==> config.mk <==
export PLATFORM = sky130hd
export DESIGN_NAME = mul_div
export DESIGN_NICKNAME = d
export VERILOG_FILES = /design/src/rtl/mul_div.sv
export SDC_FILE = /design/constraint.sdc
export NUM_CORES = 1
export LEC_CHECK = 0
export CAP_MARGIN = 20
export CORE_MARGIN = 3
export CORE_UTILIZATION = 50
export CTS_CLUSTER_DIAMETER = 150
export DETAILED_ROUTE_END_ITERATION = 16
export MAX_ROUTING_LAYER = met4
export PLACE_DENSITY = 0.71
export SLEW_MARGIN = 5
export SYNTH_ARGS = -nofsm -noshare
export SYNTH_HDL_FRONTEND = slang
export SYNTH_SLANG_ARGS = --single-unit
==> constraint.sdc <==
create_clock -name clk -period 5.9 [get_ports clk]
set_input_delay 0.59 -clock clk [delete_from_list [all_inputs] [get_ports clk]]
set_output_delay 0.59 -clock clk [all_outputs]
set_load 0.02 [all_outputs]
==> src/rtl/mul_div.sv <==
// mul_div: 32-bit iterative multiplier/divider.
// MULU/MULS use radix-2 shift-add and DIVU/DIVS use restoring shift-subtract,
// both on operand magnitudes. Signs are applied in a final fix-up step.
// An operation takes 34 cycles from the start cycle to the done pulse.
// A divide by zero finishes one cycle after the start cycle.

module mul_div (
   input  logic        clk,
   input  logic        reset,
   input  logic        start,
   input  logic        flush,
   input  logic [1:0]  op,
   input  logic [31:0] aRegister,
   input  logic [31:0] bRegister,
   output logic        busy,
   output logic        done,
   output logic [31:0] resultHi,
   output logic [31:0] resultLo,
   output logic        divByZero
);

   typedef enum logic [1:0] {
      IDLE = 2'd0,
      CALC = 2'd1,
      FIX  = 2'd2,
      DONE = 2'd3
   } state_t;

   state_t      r_state;
   logic [4:0]  r_count;
   logic        r_isDiv;
   logic        r_negLo;
   logic        r_negHi;
   logic [31:0] r_hi;
   logic [31:0] r_lo;
   logic [31:0] r_operB;
   logic        r_busy;
   logic        r_done;
   logic [31:0] r_resultHi;
   logic [31:0] r_resultLo;
   logic        r_divByZero;

   logic        w_isSigned;
   logic        w_isDiv;
   logic        w_signA;
   logic        w_signB;
   logic [31:0] w_magA;
   logic [31:0] w_magB;
   logic [32:0] w_mulSum;
   logic [32:0] w_divShift;
   logic        w_divGe;
   logic [31:0] w_divDiff;
   logic [31:0] w_nextHi;
   logic [31:0] w_nextLo;
   logic [63:0] w_prodNeg;
   logic [31:0] w_fixHi;
   logic [31:0] w_fixLo;

   // Operand decode at the start edge: signed ops work on magnitudes.
   // The magnitude of 0x80000000 is 0x80000000 as an unsigned value,
   // which keeps the most negative operand exact.
   always_comb begin
      w_isSigned = op[0];
      w_isDiv    = op[1];
      w_signA    = w_isSigned & aRegister[31];
      w_signB    = w_isSigned & bRegister[31];
      w_magA     = w_signA ? (32'd0 - aRegister) : aRegister;
      w_magB     = w_signB ? (32'd0 - bRegister) : bRegister;
   end

   // One iteration step. MUL keeps {hi,lo} as the partial product with the
   // multiplier shifting out of lo; DIV keeps the partial remainder in hi and
   // shifts dividend bits out of lo while quotient bits shift in.
   always_comb begin
      w_mulSum   = {1'b0, r_hi} + (r_lo[0] ? {1'b0, r_operB} : 33'd0);
      w_divShift = {r_hi, r_lo[31]};
      w_divGe    = (w_divShift >= {1'b0, r_operB});
      w_divDiff  = w_divShift[31:0] - r_operB;
      if (r_isDiv) begin
         w_nextHi = w_divGe ? w_divDiff : w_divShift[31:0];
         w_nextLo = {r_lo[30:0], w_divGe};
      end else begin
         w_nextHi = w_mulSum[32:1];
         w_nextLo = {w_mulSum[0], r_lo[31:1]};
      end
   end

   // Sign fix-up: full 64-bit negate for a product, independent 32-bit
   // negates of quotient and remainder for a divide.
   always_comb begin
      w_prodNeg = 64'd0 - {r_hi, r_lo};
      w_fixHi   = r_hi;
      w_fixLo   = r_lo;
      if (r_isDiv) begin
         if (r_negLo) w_fixLo = 32'd0 - r_lo;
         if (r_negHi) w_fixHi = 32'd0 - r_hi;
      end else if (r_negLo) begin
         w_fixHi = w_prodNeg[63:32];
         w_fixLo = w_prodNeg[31:0];
      end
   end

   // Control FSM and datapath registers; reset beats flush, flush beats start.
   always_ff @(posedge clk) begin
      if (reset) begin
         r_state     <= IDLE;
         r_count     <= 5'd0;
         r_isDiv     <= 1'b0;
         r_negLo     <= 1'b0;
         r_negHi     <= 1'b0;
         r_hi        <= 32'd0;
         r_lo        <= 32'd0;
         r_operB     <= 32'd0;
         r_busy      <= 1'b0;
         r_done      <= 1'b0;
         r_resultHi  <= 32'd0;
         r_resultLo  <= 32'd0;
         r_divByZero <= 1'b0;
      end else if (flush) begin
         r_state <= IDLE;
         r_busy  <= 1'b0;
         r_done  <= 1'b0;
      end else begin
         case (r_state)
            IDLE: begin
               r_done <= 1'b0;
               if (start) begin
                  r_isDiv <= w_isDiv;
                  if (w_isDiv && (bRegister == 32'd0)) begin
                     r_state     <= DONE;
                     r_busy      <= 1'b0;
                     r_done      <= 1'b1;
                     r_resultLo  <= 32'hFFFF_FFFF;
                     r_resultHi  <= aRegister;
                     r_divByZero <= 1'b1;
                  end else begin
                     r_state <= CALC;
                     r_busy  <= 1'b1;
                     r_count <= 5'd31;
                     r_hi    <= 32'd0;
                     if (w_isDiv) begin
                        r_lo    <= w_magA;
                        r_operB <= w_magB;
                        r_negLo <= w_signA ^ w_signB;
                        r_negHi <= w_signA;
                     end else begin
                        r_lo    <= w_magB;
                        r_operB <= w_magA;
                        r_negLo <= w_signA ^ w_signB;
                        r_negHi <= w_signA ^ w_signB;
                     end
                  end
               end
            end
            CALC: begin
               r_hi <= w_nextHi;
               r_lo <= w_nextLo;
               if (r_count == 5'd0) begin
                  r_state <= FIX;
               end else begin
                  r_count <= r_count - 5'd1;
               end
            end
            FIX: begin
               r_state     <= DONE;
               r_busy      <= 1'b0;
               r_done      <= 1'b1;
               r_resultHi  <= w_fixHi;
               r_resultLo  <= w_fixLo;
               r_divByZero <= 1'b0;
            end
            DONE: begin
               r_state <= IDLE;
               r_done  <= 1'b0;
            end
            default: begin
               r_state <= IDLE;
               r_busy  <= 1'b0;
               r_done  <= 1'b0;
            end
         endcase
      end
   end

   assign busy      = r_busy;
   assign done      = r_done;
   assign resultHi  = r_resultHi;
   assign resultLo  = r_resultLo;
   assign divByZero = r_divByZero;

endmodule

==> flow_metrics.env, run 1 <==
export IMPL_postSynthAreaPerCell_um2=7.40
export IMPL_timing_final_crit_share=0.690
export IMPL_tightest_slew_ps=944
export IMPL_critPathKind="register to register"
export IMPL_grt_antenna_before_repair=0
export IMPL_worstPathRequired_ps=6190
export IMPL_worst_ep_arrival_time_ps=4360
export IMPL_cts_tree="built"
export IMPL_cts_sinks=173
export IMPL_hold_buffers=0
export IMPL_worst_setup_path_end_kind="register"
export IMPL_status="finished clean"
export IMPL_drive_above_1_share=0.0657
export IMPL_antenna_left=0
export IMPL_r2r_slack_ps=1830
export IMPL_ios=137
export IMPL_hold_end="r_operB[12]"
export IMPL_synth_cells=2027
export IMPL_wl_per_cell_um=23.0
export IMPL_grt_max_degree=84
export IMPL_drv_slew=0
export IMPL_cts_max_level=4
export IMPL_fin_worst_skew_ps=15.1
export IMPL_grtUsageTotal=0.354
export IMPL_reg2reg_to="r_hi[18]"
export IMPL_synth_edf_count=0
export IMPL_cts_buffer_depth=2
export IMPL_rows=62
export IMPL_die_x_um=179
export IMPL_vias=16279
export IMPL_ys_seq_area_frac=0.231
export IMPL_initialDrtViolationCount=2168
export IMPL_ys_async_sr_fraction=0
export IMPL_die_h_um=179
export IMPL_synthesis_nets=2173
export IMPL_p_leak_nw=6.58
export IMPL_die_area_um2=32100
export IMPL_core_area_um2=29200
export IMPL_seq_power_share=0.363
export IMPL_clockPowerShare=0.331
export IMPL_rsz0062_at_grt="no"
export IMPL_swShare=0.385
export IMPL_areaGrowthSynthToFinish_pct=14.0
export IMPL_worstSkewPairLatency_ps=450
export IMPL_timing_rr_start="r_hi[2]"
export IMPL_fmaxAchievable_ghz=0.246
export IMPL_cts_root_buf="clkbuf_16"
export IMPL_ys_seq_elements=173
export IMPL_layout_setup_ws_ps=1830
export IMPL_period_needed_ps=4070
export IMPL_antenna_cells=0
export IMPL_comb_power_share=0.306
export IMPL_holdCritStartpoint="r_operB[12]"
export IMPL_cp_max_fo=14
export IMPL_vias_per_cell=6.59
export IMPL_vdd_ir_drop_max_mv=0.197
export IMPL_ys_types=81
export IMPL_power_internal_w=0.00218
export IMPL_clk_pin_slew_ps=90
export IMPL_grt_first_pass_wirelength_mm=85.4
export IMPL_grt_ovfl_total=0
export IMPL_gp_congestion=1.02
export IMPL_finalSetupViolCount=0
export IMPL_hold_viol=0
export IMPL_port_buffers=136
export IMPL_grt_pass1_vias=14622
export IMPL_drc=0
export IMPL_wirelength_mm=56.8
export IMPL_dr_pass1_iters=8
export IMPL_hp_class="register to register"
export IMPL_ff2ff_path_depth=10
export IMPL_initial_core_util=0.514
export IMPL_hpwl_mm=43.3
export IMPL_switchingPower_w=0.00137
export IMPL_start_kind="register"
export IMPL_cts_buffers=17
export IMPL_finalSetupTns_ps=0
export IMPL_maxCapViolations=0
export IMPL_detailedPlace_worstSlack_ps=1750
export IMPL_slew_headroom=0.371
export IMPL_ys_warn_count=0
export IMPL_cts_setup_buffers=0
export IMPL_pwr_density_cell_nw_per_um2=207
export IMPL_whs_path_depth=2
export IMPL_cts_resized=0
export IMPL_ys_flop_type="dfxtp_1"
export IMPL_syn_area_um2=15000
export IMPL_final_nets=2219
worst max path at each step:
stage,startpoint,end,cells after the start
2_1_floorplan,r_lo[0],r_hi[27],13
3_3_place_gp,bRegister[14],r_hi[19],10
3_5_place_dp,bRegister[8],resultHi[1],10
4_1_cts,r_lo[31],r_hi[24],12
5_1_grt,r_lo[31],r_hi[24],12
6_report,r_hi[2],r_hi[18],10
metal layers:
metal,track usage,routed length (um),up-vias
met5,-,0,-
met4,0.142,2370,0
met3,0.0769,6720,155
met2,0.510,23700,991
met1,0.481,23900,7644
li1,-,-,7489
area by class of cell:
| class | instances | area (um2) |
|---|---|---|
| Inverter | 80 | 300 |
| Multi-Input combinational cell | 1635 | 10700 |
| Tap cell | 384 | 480 |
| Fill cell | 2781 | 12100 |
| Timing Repair Buffer | 166 | 1580 |
| Clock inverter | 15 | 171 |
| Clock buffer | 17 | 425 |
| Sequential cell | 173 | 3460 |
logic make-up (layout without fill, tap and decap cells):
group / Yosys count / count (layout) / share of synthesized area
and+or+nand+nor: 673 / 673 / 0.215
AOI/OAI and AO/OA: 654 / 654 / 0.288
DFF: 173 / 173 / 0.231
adders and majority gates: 76 / 76 / 0.0644
buffers and inverters: 219 / 278 / 0.0582
xor gates and xnor gates: 168 / 168 / 0.0981
muxes: 64 / 64 / 0.0450
metrics by stage:
stage               total power, W   util  cells  area, um2  hold WS, ps
floorplan                  0.00201      -   2027      15000          432
global placement           0.00234  0.566   2437      16500          441
detailed placement         0.00235  0.566   2437      16500          446
CTS                        0.00351  0.586   2469      17100          457
global route               0.00367  0.586   2470      17100          473
finish                     0.00355  0.586   2470      17100          456
flip-flops by register name, indices dropped and copies added, names as in the netlist, 2 cells and up:
| signal | cells |
|---|---|
| resultHi | 32 |
| r_state | 2 |
| r_lo | 32 |
| r_operB | 32 |
| r_count | 5 |
| r_hi | 32 |
| resultLo | 32 |
Yosys cell counts, types with 9 or more instances:
cell,instances,share of area
nor2_1,236,0.059
nand2_1,180,0.045
dfxtp_1,173,0.23
a21oi_1,166,0.055
o21ai_0,114,0.038
clkbuf_1,103,0.026
a211oi_1,93,0.047
xnor2_1,89,0.052
inv_1,79,0.020
xor2_1,79,0.046
ha_1,74,0.062
nor3_1,64,0.021
a21o_1,40,0.020
o211ai_1,39,0.020
mux2i_1,37,0.025
a31oi_1,30,0.013
mux2_2,27,0.020
buf_2,26,0.0087
nand3_1,26,0.0087
nand4_1,25,0.010
o31ai_1,20,0.010
o221ai_1,19,0.011
or3_1,18,0.0075
a311oi_1,17,0.0099
o41ai_1,17,0.0099
and2_1,15,0.0063
and3_1,15,0.0063
nor4_1,14,0.0058
o21a_1,14,0.0070
or2_2,14,0.0058
nor2b_1,12,0.0050
or4_1,12,0.0060
nand2b_1,10,0.0042
o21bai_1,10,0.0050
o22ai_1,9,0.0038
power by group through the flow:
stage	clock network [W]	registers (W)	logic, W
2_1_floorplan	0	0.00128	0.000727
6_report	0.00117	0.00129	0.00109
3_5_place_dp	0	0.00131	0.00105
4_1_cts	0.00118	0.00128	0.00105
5_1_grt	0.00122	0.00129	0.00116
3_3_place_gp	0	0.00131	0.00103
cells in the final DEF, fill, tap and decap left out, drive strengths merged, types with 26 or more instances in the layout:
| master | instances |
|---|---|
| a211oi | 93 |
| a21o | 40 |
| a21oi | 169 |
| a31oi | 30 |
| buf | 32 |
| clkdlybuf4s50 | 134 |
| dfxtp | 173 |
| ha | 74 |
| inv | 88 |
| mux2 | 27 |
| mux2i | 37 |
| nand2 | 180 |
| nand3 | 26 |
| nor2 | 237 |
| nor3 | 68 |
| o211ai | 39 |
| o21ai | 120 |
| xnor2 | 89 |
| xor2 | 79 |
critical path, cell delays in order, from the launching register on:
cell and delay [ps]:
dfxtp_1 620, ha_1 350, o2111ai_1 200, a21oi_1 410
o21ai_0 130, a211o_1 360, and3_1 350, nor2_2 780
buf_4 340, mux2i_1 210, o221ai_1 130
No activity file was read; power rests on OpenSTA's default activity.
==> run 2: changes to the inputs <==
- PLACE_DENSITY: 0.71 -> 0.74
- clock period: 5.9 -> 3.68 ns (I/O delays scaled with it)
==> flow_metrics.env, run 2 (synthesis results as in run 1) <==
export IMPL_status="finished clean"
export IMPL_final_nets=2302
export IMPL_antenna_cells=0
export IMPL_cts_setup_buffers=0
export IMPL_drc=0
export IMPL_vias=16690
export IMPL_fill_cells=2697
export IMPL_tightest_slew_ps=807
export IMPL_drive_above_1_share=0.101
export IMPL_finalSetupTns_ps=0
export IMPL_grtUsageTotal=0.366
export IMPL_cts_max_level=4
export IMPL_worstPathRequired_ps=4020
export IMPL_cts_tree="built"
export IMPL_finalSetupViolCount=0
export IMPL_die_area_um2=32100
export IMPL_critPathKind="register to register"
export IMPL_pwr_density_cell_nw_per_um2=332
export IMPL_cts_sinks=173
export IMPL_vdd_ir_drop_max_mv=0.277
export IMPL_vias_per_cell=6.54
export IMPL_cts_buffers=17
export IMPL_slew_headroom=0.457
export IMPL_wl_per_cell_um=23.0
export IMPL_layout_setup_ws_ps=213
export IMPL_worst_ep_arrival_time_ps=3810
export IMPL_dr_pass1_iters=6
export IMPL_cts_buffer_depth=2
export IMPL_period_needed_ps=3470
export IMPL_cts_root_buf="clkbuf_16"
export IMPL_hp_class="primary input to register"
export IMPL_postLayoutCellArea_um2=17800
export IMPL_initial_core_util=0.514
export IMPL_hpwl_mm=45.5
export IMPL_final_common_cell="nor2_1"
export IMPL_hold_viol=0
export IMPL_fin_worst_skew_ps=20.9
export IMPL_detailedPlace_worstSlack_ps=170
export IMPL_antenna_left=0
export IMPL_die_x_um=179
export IMPL_timing_final_crit_share=0.942
export IMPL_die_h_um=179
export IMPL_power_w=0.00592
export IMPL_port_buffers=136
export IMPL_maxCapViolations=0
export IMPL_final_cells=2553
export IMPL_fmaxAchievable_ghz=0.288
export IMPL_grt_pass1_vias=15008
export IMPL_grt_first_pass_wirelength_mm=88.1
export IMPL_worst_setup_path_end_kind="register"
export IMPL_rows=62
export IMPL_rsz0062_at_grt="no"
export IMPL_core_area_um2=29200
export IMPL_grt_antenna_before_repair=0
export IMPL_place_area_um2=17200
export IMPL_grt_ovfl_total=0
export IMPL_ios=137
export IMPL_final_cell_mix="235 x nor2_1, 180 x nand2_1, 172 x dfxtp_1"
export IMPL_clk_pin_slew_ps=80
export IMPL_worstSkewPairLatency_ps=450
export IMPL_areaGrowthSynthToFinish_pct=18.8
export IMPL_wirelength_mm=58.8
export IMPL_cp_max_fo=5
export IMPL_dp_cells=2521
export IMPL_p_leak_nw=7.04
export IMPL_start_kind="register"
export IMPL_gp_congestion=1.03
export IMPL_grt_max_degree=93
export IMPL_drv_slew=0
export IMPL_initialDrtViolationCount=2214
run 2: changes by cell type in the layout (fill, tap and decap cells not counted), moves of 2 or more:
| cell | change |
|---|---|
| inv_6 | -4 |
| clkinv_4 | +2 |
| buf_12 | +4 |
| buf_4 | +79 |
run 2: final cells by class:
class	count	area (um2)	area share
inverter	80	300	0.0168
timing repair buffer	249	2250	0.126
clock buffer	17	425	0.0239
tap	384	480	0.0270
clock inverter	15	215	0.0121
sequential	173	3460	0.194
multi-input combinational	1635	10700	0.600
run 2: worst paths after layout:
check,to,cells past startpoint,slack [ps],from
hold reg to reg,resultHi[30],2,460,resultHi[30]
setup / recovery,r_hi[31],14,210,r_lo[0]
hold / removal,r_operB[20],2,380,reset
setup reg to reg,r_hi[31],14,210,r_lo[0]
run 2: per-layer routing:
layer  track usage  vias to the layer above  wire length [um]
met5             -                        -                 0
met3        0.0739                      178              6710
met4         0.149                        0              2760
met1         0.507                     7805             25100
li1              -                     7661                 -
met2         0.519                     1046             24200
run 2: metrics by stage:
step	hold WS, ps	utilization
6_report	375	0.611
5_1_grt	369	0.611
4_1_cts	364	0.611
3_5_place_dp	448	0.589
3_3_place_gp	440	0.589
2_1_floorplan	432	-
run 2: critical path, cell delays in order (launching register included):
cell and delay, ps:
dfxtp_1 430, and2_1 160, ha_1 180, inv_1 60
fa_1 410, nor2b_1 170, o31a_1 190, o21ai_1 150
o211ai_1 430, o21ai_1 210, buf_4 190, a21oi_1 130
o211ai_1 160, nor4b_1 180, o41ai_1 310
run 2: what timing repair did:
item / in CTS / in global routing
endpoints found under the hold margin: 0 / 0
hold buffers: 0 / 0
resized for setup: 0 / 1
setup endpoints to repair: 0 / 3
run 2: report_power, final:
part | internal (W) | switching (W) | total (W)
sequential | 0.00195 | 0.0000930 | 0.00204
clock | 0.00100 | 0.000995 | 0.00200
combinational | 0.000721 | 0.00117 | 0.00189
